## config.mk

```make
export PLATFORM = sky130hd
export DESIGN_NAME = dsp_ctrl_align
export DESIGN_NICKNAME = d
export VERILOG_FILES = /design/src/rtl/dsp_ctrl_align.sv
export SDC_FILE = /design/constraint.sdc
export NUM_CORES = 1
export LEC_CHECK = 0
export BUFFER_PORTS_ARGS = -buffer_cell sky130_fd_sc_hd__buf_2
export CORE_UTILIZATION = 45
export CTS_CLUSTER_DIAMETER = 120
export DETAILED_ROUTE_END_ITERATION = 8
export GPL_TIMING_DRIVEN = 0
export PLACE_DENSITY_LB_ADDON = 0.1
export SLEW_MARGIN = 20
export SYNTH_ARGS = -nofsm -noshare
export SYNTH_HDL_FRONTEND = slang
export SYNTH_SLANG_ARGS = --single-unit
```

## constraint.sdc

```tcl
create_clock -name clk_i -period 1.7 [get_ports clk_i]
set_clock_uncertainty 0.05 [all_clocks]
set_input_delay 0.34 -clock clk_i [delete_from_list [all_inputs] [get_ports clk_i]]
set_output_delay 0.34 -clock clk_i [all_outputs]
set_load 0.05 [all_outputs]
```

## src/rtl/dsp_ctrl_align.sv

```systemverilog
// Control-alignment delay lines feeding the DSP48 slice and the result BRAM.
// Each control group gets its own depth so it meets the datapath stage that consumes it.
module dsp_ctrl_align #(
  parameter int ADDR_WIDTH    = 5,
  parameter int ALUMODE_WIDTH = 4,
  parameter int OPMODE_WIDTH  = 7,
  parameter int INMODE_WIDTH  = 5,
  parameter int WE_DEPTH      = 3,
  parameter int MODE_DEPTH    = 2,
  parameter int IN_DEPTH      = 1,
  parameter int CNT_WIDTH     = 16
) (
  input  logic                     clk_i,
  input  logic                     rst_ni,
  input  logic                     en_i,
  input  logic                     flush_i,
  input  logic                     valid_i,
  input  logic                     bram_we_i,
  input  logic [ADDR_WIDTH-1:0]    bram_w_addr_i,
  input  logic [ALUMODE_WIDTH-1:0] alumode_i,
  input  logic [OPMODE_WIDTH-1:0]  opmode_i,
  input  logic [INMODE_WIDTH-1:0]  inmode_i,
  output logic                     valid_o,
  output logic                     bram_we_o,
  output logic [ADDR_WIDTH-1:0]    bram_w_addr_o,
  output logic [ALUMODE_WIDTH-1:0] alumode_o,
  output logic [OPMODE_WIDTH-1:0]  opmode_o,
  output logic [INMODE_WIDTH-1:0]  inmode_o,
  output logic                     busy_o,
  output logic [CNT_WIDTH-1:0]     wr_cnt_o
);

  if (WE_DEPTH < 1 || WE_DEPTH > 8 || MODE_DEPTH < 1 || MODE_DEPTH > WE_DEPTH ||
      IN_DEPTH < 1 || IN_DEPTH > WE_DEPTH || CNT_WIDTH < 1) begin : g_param_err
    $error("dsp_ctrl_align: illegal depth parameters");
  end

  logic [WE_DEPTH-1:0]      valid_reg, valid_next;
  logic [WE_DEPTH-1:0]      we_reg, we_next;
  logic [ADDR_WIDTH-1:0]    addr_reg    [WE_DEPTH];
  logic [ADDR_WIDTH-1:0]    addr_next   [WE_DEPTH];
  logic [ALUMODE_WIDTH-1:0] alumode_reg [MODE_DEPTH];
  logic [ALUMODE_WIDTH-1:0] alumode_next[MODE_DEPTH];
  logic [OPMODE_WIDTH-1:0]  opmode_reg  [MODE_DEPTH];
  logic [OPMODE_WIDTH-1:0]  opmode_next [MODE_DEPTH];
  logic [INMODE_WIDTH-1:0]  inmode_reg  [IN_DEPTH];
  logic [INMODE_WIDTH-1:0]  inmode_next [IN_DEPTH];
  logic [CNT_WIDTH-1:0]     wr_cnt_reg;

  // A strobe without valid never enters the chain.
  for (genvar gi = 0; gi < WE_DEPTH; gi++) begin : g_we_stage
    if (gi == 0) begin : g_head
      assign valid_next[gi] = valid_i;
      assign we_next[gi]    = bram_we_i & valid_i;
      assign addr_next[gi]  = bram_w_addr_i;
    end else begin : g_body
      assign valid_next[gi] = valid_reg[gi-1];
      assign we_next[gi]    = we_reg[gi-1];
      assign addr_next[gi]  = addr_reg[gi-1];
    end
  end

  for (genvar gi = 0; gi < MODE_DEPTH; gi++) begin : g_mode_stage
    if (gi == 0) begin : g_head
      assign alumode_next[gi] = alumode_i;
      assign opmode_next[gi]  = opmode_i;
    end else begin : g_body
      assign alumode_next[gi] = alumode_reg[gi-1];
      assign opmode_next[gi]  = opmode_reg[gi-1];
    end
  end

  for (genvar gi = 0; gi < IN_DEPTH; gi++) begin : g_in_stage
    if (gi == 0) begin : g_head
      assign inmode_next[gi] = inmode_i;
    end else begin : g_body
      assign inmode_next[gi] = inmode_reg[gi-1];
    end
  end

  // Flush kills only the valid/strobe bits; payload stages keep their values.
  always_ff @(posedge clk_i or negedge rst_ni) begin
    if (!rst_ni) begin
      valid_reg  <= '0;
      we_reg     <= '0;
      wr_cnt_reg <= '0;
    end else if (flush_i) begin
      valid_reg  <= '0;
      we_reg     <= '0;
    end else if (en_i) begin
      valid_reg <= valid_next;
      we_reg    <= we_next;
      if (we_next[WE_DEPTH-1]) begin
        wr_cnt_reg <= wr_cnt_reg + 1'b1;
      end
    end
  end

  always_ff @(posedge clk_i or negedge rst_ni) begin
    if (!rst_ni) begin
      addr_reg    <= '{default: '0};
      alumode_reg <= '{default: '0};
      opmode_reg  <= '{default: '0};
      inmode_reg  <= '{default: '0};
    end else if (en_i && !flush_i) begin
      addr_reg    <= addr_next;
      alumode_reg <= alumode_next;
      opmode_reg  <= opmode_next;
      inmode_reg  <= inmode_next;
    end
  end

  assign valid_o       = valid_reg[WE_DEPTH-1];
  assign bram_we_o     = we_reg[WE_DEPTH-1];
  assign bram_w_addr_o = addr_reg[WE_DEPTH-1];
  assign alumode_o     = alumode_reg[MODE_DEPTH-1];
  assign opmode_o      = opmode_reg[MODE_DEPTH-1];
  assign inmode_o      = inmode_reg[IN_DEPTH-1];
  assign busy_o        = |valid_reg;
  assign wr_cnt_o      = wr_cnt_reg;

endmodule

```

==> impl_metrics.toml, run 1 <==
[routing]
num_vias = 1591
wl_per_cell_um = 12.8
route.final.wire_length_mm = 4.23
drc = 0
drt.antenna.violating_nets = 0
avg_vias_per_cell = 4.82
first_pass_iteration_count_of_the_detailed_router = 4
detailedRoute.firstIterationViolations = 54

[sta]
timing.final.hold_violations = 0
report.final.slew_viol_count = 0
worst_hold_check_slack_ns = 0.187
post-route-min-period_ns = 1.66
finalSetupViolations = 0
layout_worst_path_cycle_share_pct = 97.4
clock.fmax_mhz = 604
timing.setup.tns_ns = 0
worst_pin_slew_ns = 0.290
slew_headroom_pct = 80.7
timing.final.ws_setup_ns = 0.0441

[grt]
pin_count_of_the_biggest_net_entering_global_routing = 45
initial_antenna_violation_count = 0
grt_overflow_total = 0
grt_pass1_wl_mm = 7.07
global_route.usage.total_pct = 15.6
grt_pass1_vias = 1550

[cells_and_area]
postLayoutCoreUtil_pct = 58.0
drive_gt1_share_pct = 53.1
area_growth_pct = 24.6
stdcell_area_mm2 = 0.00318
final_cell_count_no_fill = 330
most-common-layout-cells = "buf_2, dfrtp_1, mux2_2"
largest_reg_flops = 16
count_of_inserted_antenna_diode_cells = 0
filler_cell_count = 485
mostFrequentLayoutCell = "buf_2"
nNetsFinal = 282

[worst_setup_path]
timing.setup.critical_path_class = "reg2out"
startpoint_class = "flip-flop"
cp_slowest_cell = "dfrtp_1"
cp.arrival_ns = 1.27
critical_path.max_stage_delay_ns = 0.40
critPathBufInv = 1
end_kind = "output port"
critical_path.cell_chain = "or3_1 > buf_6"
timing.critical_path.required_ns = 1.31
worst_path_dominant_cell_family = "flip-flops"
path_max_fanout = 3

[logic_synthesis]
ys_seq_elements = 64
synth_xor_area_share_pct = 5.15
mappedNetlistArea_mm2 = 0.00255
synthesis.area_per_instance_um2 = 14.6
synth_fp_nets = 203
share_of_synthesized_area_spent_on_multiplexers_pct = 21.0
synth_compound_area_share_pct = 0.196
post_synth_num_cell_types = 24
synth_fa_ha_area_share_pct = 0.491
synth.yosys.warnings = 0
number_of_cells_produced_by_synthesis = 175
synthSimpleGateAreaFrac_pct = 8.34
sequential_to_total_area_share_from_yosys_stat_pct = 62.8
synth_top_family_by_area = "multiplexers"

[clocking]
clk-insertion-delay-late_ns = 0.33
cts-buffers-inserted = 9
path_clk_slew_ns = 0.07
cts_max_path_buffers = 2
root_buffer = "clkbuf_8"
clk_sinks = 64
tritoncts = "yes"
h-tree-depth = 3

[floorplan]
number_of_rows_created_at_floorplan = 27
top_level_ports = 67
die_area_mm2 = 0.00597
die-width_um = 77.3
start_util_pct = 46.6
core_area_mm2 = 0.00547
die_y_um = 77.3

[power_and_ir_drop]
power.density_mw_per_mm2 = 1210
combinationalPowerShare_pct = 25.0
vdd_drop_max_mv = 0.844
net-switching-power_mw = 1.29
fraction_of_power_spent_switching_nets_pct = 33.5
design_internal_power_mw = 2.56
clock_power_share_pct = 27.0
p_leak_nw = 1.57
power.sequential.fraction_pct = 48.0
finalPower_mw = 3.86

[placed_design]
routabilityCongestion = 0.699
detailedPlacementHpwl_mm = 2.93
dpl-instance-area_mm2 = 0.00300
post-place-ws_ns = 0.0767
placement.io_buffers = 65
numPlacedInstances = 313

[status]
status = "finished clean"

[min_path]
hp-class = "in2reg"

[job]
timing.max_cap.violations = 0
==> synth_stat cells, drive strengths merged <==
cell type / number / area, um2
dfrtp: 64 / 1600
mux2: 43 / 484
nor2: 9 / 33.8
xor2: 9 / 78.8
nand3: 7 / 47.6
buf: 6 / 36.3
nand2: 6 / 22.5
nor3: 6 / 30.0
xnor2: 6 / 52.6
mux2i: 5 / 50.1
inv: 3 / 11.3
a21oi: 1 / 5.00
and4: 1 / 8.76
and4b: 1 / 11.3
clkbuf: 1 / 5.00
ha: 1 / 12.5
nand2b: 1 / 6.26
nand4: 1 / 21.3
nor2b: 1 / 6.26
nor4: 1 / 12.5
or2: 1 / 6.26
or3: 1 / 6.26
==> routing by layer <==
metal / track usage (%) / wire (um)
met5: 0 / 0
met3: 5.24 / 212
met1: 18.8 / 1890
met4: 9.06 / 86
met2: 24.2 / 2040
==> path summary, 6_finish.rpt <==
kind	startpoint	endpoint	slack (ns)	depth (start not counted)
max	valid_reg[1]	busy_o	0.04	2
min	bram_w_addr_i[2]	addr_next[7]	0.19	2
max reg2reg	we_reg[1]	wr_cnt_o[15]	0.23	4
min in group asynchronous	rst_ni	wr_cnt_o[6]	0.39	2
min reg2reg	wr_cnt_o[15]	wr_cnt_o[15]	0.41	1
max in group asynchronous	rst_ni	alumode_o[0]	0.70	3
==> power groups by stage <==
stage | sequential [mW] | combinational, mW | clock, mW
global route | 1.88 | 1.02 | 1.15
global placement | 1.88 | 0.949 | 0
finish | 1.85 | 0.962 | 1.04
CTS | 1.86 | 0.971 | 1.10
detailed placement | 1.88 | 0.966 | 0
floorplan | 2.33 | 0.248 | 0
==> area by class of cell <==
type                    count  area (um2)  share of cell area [%]
well taps                  72        90.1                    2.84
multi-input cells         101         896                    28.2
plain buffers               7        41.3                    1.30
repair buffers             68         379                    11.9
flip-flops and latches     64        1610                    50.5
inverters                   3        11.3                   0.354
clock inverters             4        22.5                   0.709
clock buffers              11         131                    4.14
==> kinds of logic (layout without fill, tap and decap cells) <==
kind of cell             Yosys count  after routing
AO/OA/AOI/OAI                      1              1
XOR/XNOR                          15             15
AND/OR/NAND/NOR                   36             36
buffers and inverters             10             93
adder cells (fa/ha/maj)            1              1
multiplexers                      48             48
flip-flops                        64             64
==> timing repair <==
item	in CTS	in global routing
buffers inserted	0	1
hold buffers	1	0
setup endpoints to repair	1	1
endpoints found under the hold margin	20	0
resized for setup	1	1
Power figures use the tool's default switching activity.
==> inputs of run 2 (changes only) <==
--- a/config.mk
+++ b/config.mk
@@ -6,7 +6,10 @@
 export NUM_CORES = 1
 export LEC_CHECK = 0
 export BUFFER_PORTS_ARGS = -buffer_cell sky130_fd_sc_hd__buf_2
-export CORE_UTILIZATION = 45
+export CELL_PAD_IN_SITES_DETAIL_PLACEMENT = 2
+export CELL_PAD_IN_SITES_GLOBAL_PLACEMENT = 2
+export CORE_ASPECT_RATIO = 0.8
+export CORE_UTILIZATION = 35
 export CTS_CLUSTER_DIAMETER = 120
 export DETAILED_ROUTE_END_ITERATION = 8
 export GPL_TIMING_DRIVEN = 0
==> impl_metrics.toml, run 2 (synthesized netlist as in run 1, its figures left out) <==
[cells_and_area]
count_of_inserted_antenna_diode_cells = 0
sequential_standard_cell_area_mm2 = 0.00161
filler_cell_count = 712
multi_input_area_um2 = 896
most-common-layout-cells = "buf_2, dfrtp_1, mux2_2"
largest_reg_flops = 16
mostFrequentLayoutCell = "buf_2"
nNetsFinal = 282
area_growth_pct = 26.4
drive_gt1_share_pct = 52.5

[worst_setup_path]
startpoint_class = "flip-flop"
critPathBufInv = 1
destination_of_the_critical_timing_path = "busy_o"
cp_slowest_cell = "dfrtp_1"
register_to_register_path_depth = 5
r2r_slack_ns = 0.21
rr_startpoint = "wr_cnt_o[4]"
timing.setup.critical_path_class = "reg2out"
end_kind = "output port"
timing.critical_path.required_ns = 1.31
timing.critical_path.from = "valid_reg[0]"
worst_path_dominant_cell_family = "flip-flops"
critical_path.max_stage_delay_ns = 0.39
cp.arrival_ns = 1.27
critical_path.cell_chain = "or3_1 > buf_6"
worstReg2RegEnd = "wr_cnt_o[12]"
path_max_fanout = 3
cp.depth = 2

[power_and_ir_drop]
clock_power_share_pct = 30.2
power.sequential.fraction_pct = 45.9
power.density_mw_per_mm2 = 1250
fraction_of_power_spent_switching_nets_pct = 32.5
design_internal_power_mw = 2.73
net-switching-power_mw = 1.31
vdd_drop_max_mv = 0.442
p_leak_nw = 1.58
combinationalPowerShare_pct = 23.9
finalPower_mw = 4.04

[sta]
rsz_0062_raised_after_global_routing = "true"
finalSetupViolations = 0
timing.final.hold_violations = 0
clock.fmax_mhz = 603
post-route-min-period_ns = 1.66
layout_worst_path_cycle_share_pct = 97.6
slew_headroom_pct = 82.5
report.final.slew_viol_count = 0
worst_pin_slew_ns = 0.262
timing.setup.tns_ns = 0

[floorplan]
top_level_ports = 67
die_y_um = 78.3
core_area_mm2 = 0.00696
number_of_rows_created_at_floorplan = 27
die-width_um = 97.4
die_area_mm2 = 0.00763
start_util_pct = 36.6

[routing]
num_vias = 1634
avg_vias_per_cell = 4.72
route.final.wire_length_mm = 4.85
drc = 0
drt.antenna.violating_nets = 0
wl_per_cell_um = 14.0
first_pass_iteration_count_of_the_detailed_router = 4
detailedRoute.firstIterationViolations = 18

[min_path]
hp-class = "in2reg"

[clocking]
clk_sinks = 64
cts_max_path_buffers = 2
cts-buffers-inserted = 9
clk-insertion-delay-late_ns = 0.33
h-tree-depth = 3
tritoncts = "yes"
root_buffer = "clkbuf_8"
path_clk_slew_ns = 0.07

[grt]
grt_pass1_wl_mm = 8.36
grt_overflow_total = 0
pin_count_of_the_biggest_net_entering_global_routing = 52
initial_antenna_violation_count = 0
global_route.usage.total_pct = 14.2
grt_pass1_vias = 1766

[status]
status = "finished clean"

[placed_design]
placement.io_buffers = 65
detailedPlacementHpwl_mm = 3.50
routabilityCongestion = 0.669

[job]
timing.max_cap.violations = 0
[run 2: changes by cell type in the layout (fill, tap and decap cells not counted), sizes merged]
| cell | change |
|---|---|
| clkinv | -2 |
| bufinv | +1 |
| clkbuf | +2 |
[run 2: timing repair]
item | in CTS | in global routing
pin swaps | 0 | 0
endpoints found under the setup margin | 1 | 1
setup buffers | 0 | 1
gates resized for setup | 2 | 0
hold endpoints to repair | 13 | 0
hold buffers | 1 | 0
[run 2: how the worst min path moves through the flow]
stage	slack [ns]	startpoint	endpoint	cells past startpoint
2_1_floorplan	-0.006	rst_ni	addr_next[0]	0
3_3_place_gp	0.41	wr_cnt_o[6]	wr_cnt_o[6]	1
3_5_place_dp	0.17	rst_ni	wr_cnt_o[8]	1
4_1_cts	0.17	opmode_i[4]	opmode_next[4]	2
5_1_grt	0.16	inmode_i[0]	inmode_o[0]	2
6_report	0.18	opmode_i[4]	opmode_next[4]	2
[run 2: power by group through the flow]
stage / combinational [mW] / sequential [mW] / clock [mW]
6_report: 0.965 / 1.86 / 1.22
5_1_grt: 1.02 / 1.89 / 1.34
4_1_cts: 0.979 / 1.86 / 1.28
3_5_place_dp: 0.972 / 1.89 / 0
3_3_place_gp: 0.952 / 1.88 / 0
2_1_floorplan: 0.248 / 2.33 / 0
[run 2: final cells by class]
type,count,share of cell area [%]
inverter,3,0.349
timing repair buffer,68,11.8
buffer,7,1.28
clock buffer,13,4.31
multi-input combinational,101,27.8
sequential,64,49.8
tap,87,3.38
clock inverter,3,1.32
[run 2: metal layers]
metal  wire (um)  vias up  GRT usage [%]
li1            -      758              -
met1        2180      826           17.9
met2        2280       44           21.8
met3         338        6           6.68
met4          50        0           4.41
met5           0        -              0
[run 2: per-stage QoR]
stage	hold slack, ns	cell area (um2)	utilization (%)	instances	worst slack, ns
3_3_place_gp	0.414	2990	42.9	327	-0.179
4_1_cts	0.165	3220	46.2	345	0.0104
5_1_grt	0.165	3220	46.3	346	-0.0248
3_5_place_dp	0.168	3020	43.4	328	0.0429
6_report	0.184	3220	46.3	346	0.0415
2_1_floorplan	-0.00559	2550	-	175	0.0361
==> inputs of run 3 (changes only) <==
==> constraint.sdc (replaced) <==
create_clock -name clk_i -period 1.7 [get_ports clk_i]
set_clock_uncertainty 0.05 [all_clocks]
set_input_delay 0.085 -clock clk_i [delete_from_list [all_inputs] [get_ports clk_i]]
set_output_delay 0.085 -clock clk_i [all_outputs]
set_load 0.05 [all_outputs]
==> impl_metrics.toml, run 3 (synthesized netlist as in run 1, its figures left out) <==
[clocking]
clk_sinks = 64
clk-insertion-delay-late_ns = 0.33
postCtsHoldBufs = 25
cts_max_path_buffers = 2
root_buffer = "clkbuf_8"
h-tree-depth = 3
cts_repair_resize_count = 0
path_clk_slew_ns = 0.06
post_cts_setup_inserts = 0
tritoncts = "yes"
cts-buffers-inserted = 9

[sta]
layout_worst_path_cycle_share_pct = 93.3
worst_hold_check_slack_ns = 0.0179
post-route-min-period_ns = 1.59
timing.setup.tns_ns = 0
timing.final.hold_violations = 0
report.final.slew_viol_count = 0
clock.fmax_mhz = 631
worst_pin_slew_ns = 0.262
slew_headroom_pct = 82.6
finalSetupViolations = 0
rsz_0062_raised_after_global_routing = "false"

[floorplan]
top_level_ports = 67
number_of_rows_created_at_floorplan = 27
die_area_mm2 = 0.00763
die_y_um = 78.3
die-width_um = 97.4
core_area_mm2 = 0.00696
start_util_pct = 36.6

[worst_setup_path]
end_kind = "flip-flop"
path_max_fanout = 10
startpoint_class = "input port"
timing.critical_path.required_ns = 1.86
cp.arrival_ns = 1.75
timing.setup.critical_path_class = "in2reg"

[grt]
pin_count_of_the_biggest_net_entering_global_routing = 52
grt_pass1_wl_mm = 8.93
global_route.usage.total_pct = 15.1
grt_pass1_vias = 1877
grt_overflow_total = 0
initial_antenna_violation_count = 0

[routing]
wl_per_cell_um = 13.9
met2RoutedLength_mm = 2.50
drc = 0
route.final.wire_length_mm = 5.15
detailedRoute.firstIterationViolations = 19
avg_vias_per_cell = 4.64
num_vias = 1711
met3_wirelength_um = 325
drt.antenna.violating_nets = 0
route.layer.met1.wl_mm = 2.27
first_pass_iteration_count_of_the_detailed_router = 4
highest_layer_used_for_signal_routing = "met4"

[placed_design]
routabilityCongestion = 0.669
placement.io_buffers = 65
detailedPlacementHpwl_mm = 3.50
numPlacedInstances = 328

[status]
status = "finished clean"

[cells_and_area]
multi_input_area_um2 = 896
count_of_inserted_antenna_diode_cells = 0
most-common-layout-cells = "buf_2, dfrtp_1, mux2_2, dlygate4sd3_1"
largest_reg_flops = 16
mostFrequentLayoutCell = "buf_2"
drive_gt1_share_pct = 47.9
filler_cell_count = 689
sequential_standard_cell_area_mm2 = 0.00161
area_growth_pct = 35.3
final_cell_count_no_fill = 369
nNetsFinal = 305

[min_path]
hp-class = "in2reg"

[power_and_ir_drop]
power.density_mw_per_mm2 = 1180
vdd_drop_max_mv = 0.603
p_leak_nw = 1.67

[job]
timing.max_cap.violations = 0
-- run 3: cell types whose count changed in the layout (fill, tap and decap cells not counted), sizes merged --
cell | previous run | this run
buf | 73 | 72
dlygate4sd3 | 1 | 25
-- run 3: path summary, 6_finish.rpt --
check                      depth (start not counted)         from           end  slack (ns)
hold reg to reg                                    1  wr_cnt_o[6]   wr_cnt_o[6]        0.43
hold / removal                                     3         en_i     we_reg[1]        0.02
setup / recovery                                   6      flush_i  addr_next[1]        0.11
setup reg to reg                                   5  wr_cnt_o[4]  wr_cnt_o[12]        0.21
min in group asynchronous                          2       rst_ni   wr_cnt_o[8]        0.10
max in group asynchronous                          3       rst_ni   inmode_o[4]        0.98
-- run 3: through the flow --
| step | util [%] | worst slack (ns) | power (mW) | cell area [um2] |
|---|---|---|---|---|
| CTS | 49.6 | 0.115 | 4.15 | 3450 |
| global route | 49.6 | 0.0227 | 4.30 | 3450 |
| detailed placement | 43.4 | 0.176 | 2.86 | 3020 |
| global placement | 42.9 | 0.0760 | 2.83 | 2990 |
| finish | 49.6 | 0.114 | 4.09 | 3450 |
| floorplan | - | 0.0361 | 2.58 | 2550 |
-- run 3: final cells by class --
type / count / area share [%]
Timing Repair Buffer: 91 / 17.6
Clock buffer: 13 / 4.03
Sequential cell: 64 / 46.5
Multi-Input combinational cell: 101 / 26.0
Buffer: 7 / 1.20
Tap cell: 87 / 3.16
Inverter: 3 / 0.326
Clock inverter: 3 / 1.23
-- run 3: where the power goes --
group	switching [mW]	internal, mW
sequential	0.114	1.74
clock	0.546	0.677
combinational	0.667	0.339
total	1.33	2.76
-- run 3: critical path, stage by stage --
cell           delay [ns]
dlygate4sd3_1        0.55
buf_2                0.17
nor2b_1              0.10
buf_2                0.20
buf_2                0.28
mux2_2               0.36
-- run 3: per-layer routing --
metal  global-route usage (%)  vias to the layer above
met5                        0                        -
met4                     4.41                        0
met3                     6.68                        6
met2                     24.4                       44
met1                     18.4                      859
li1                         -                      802
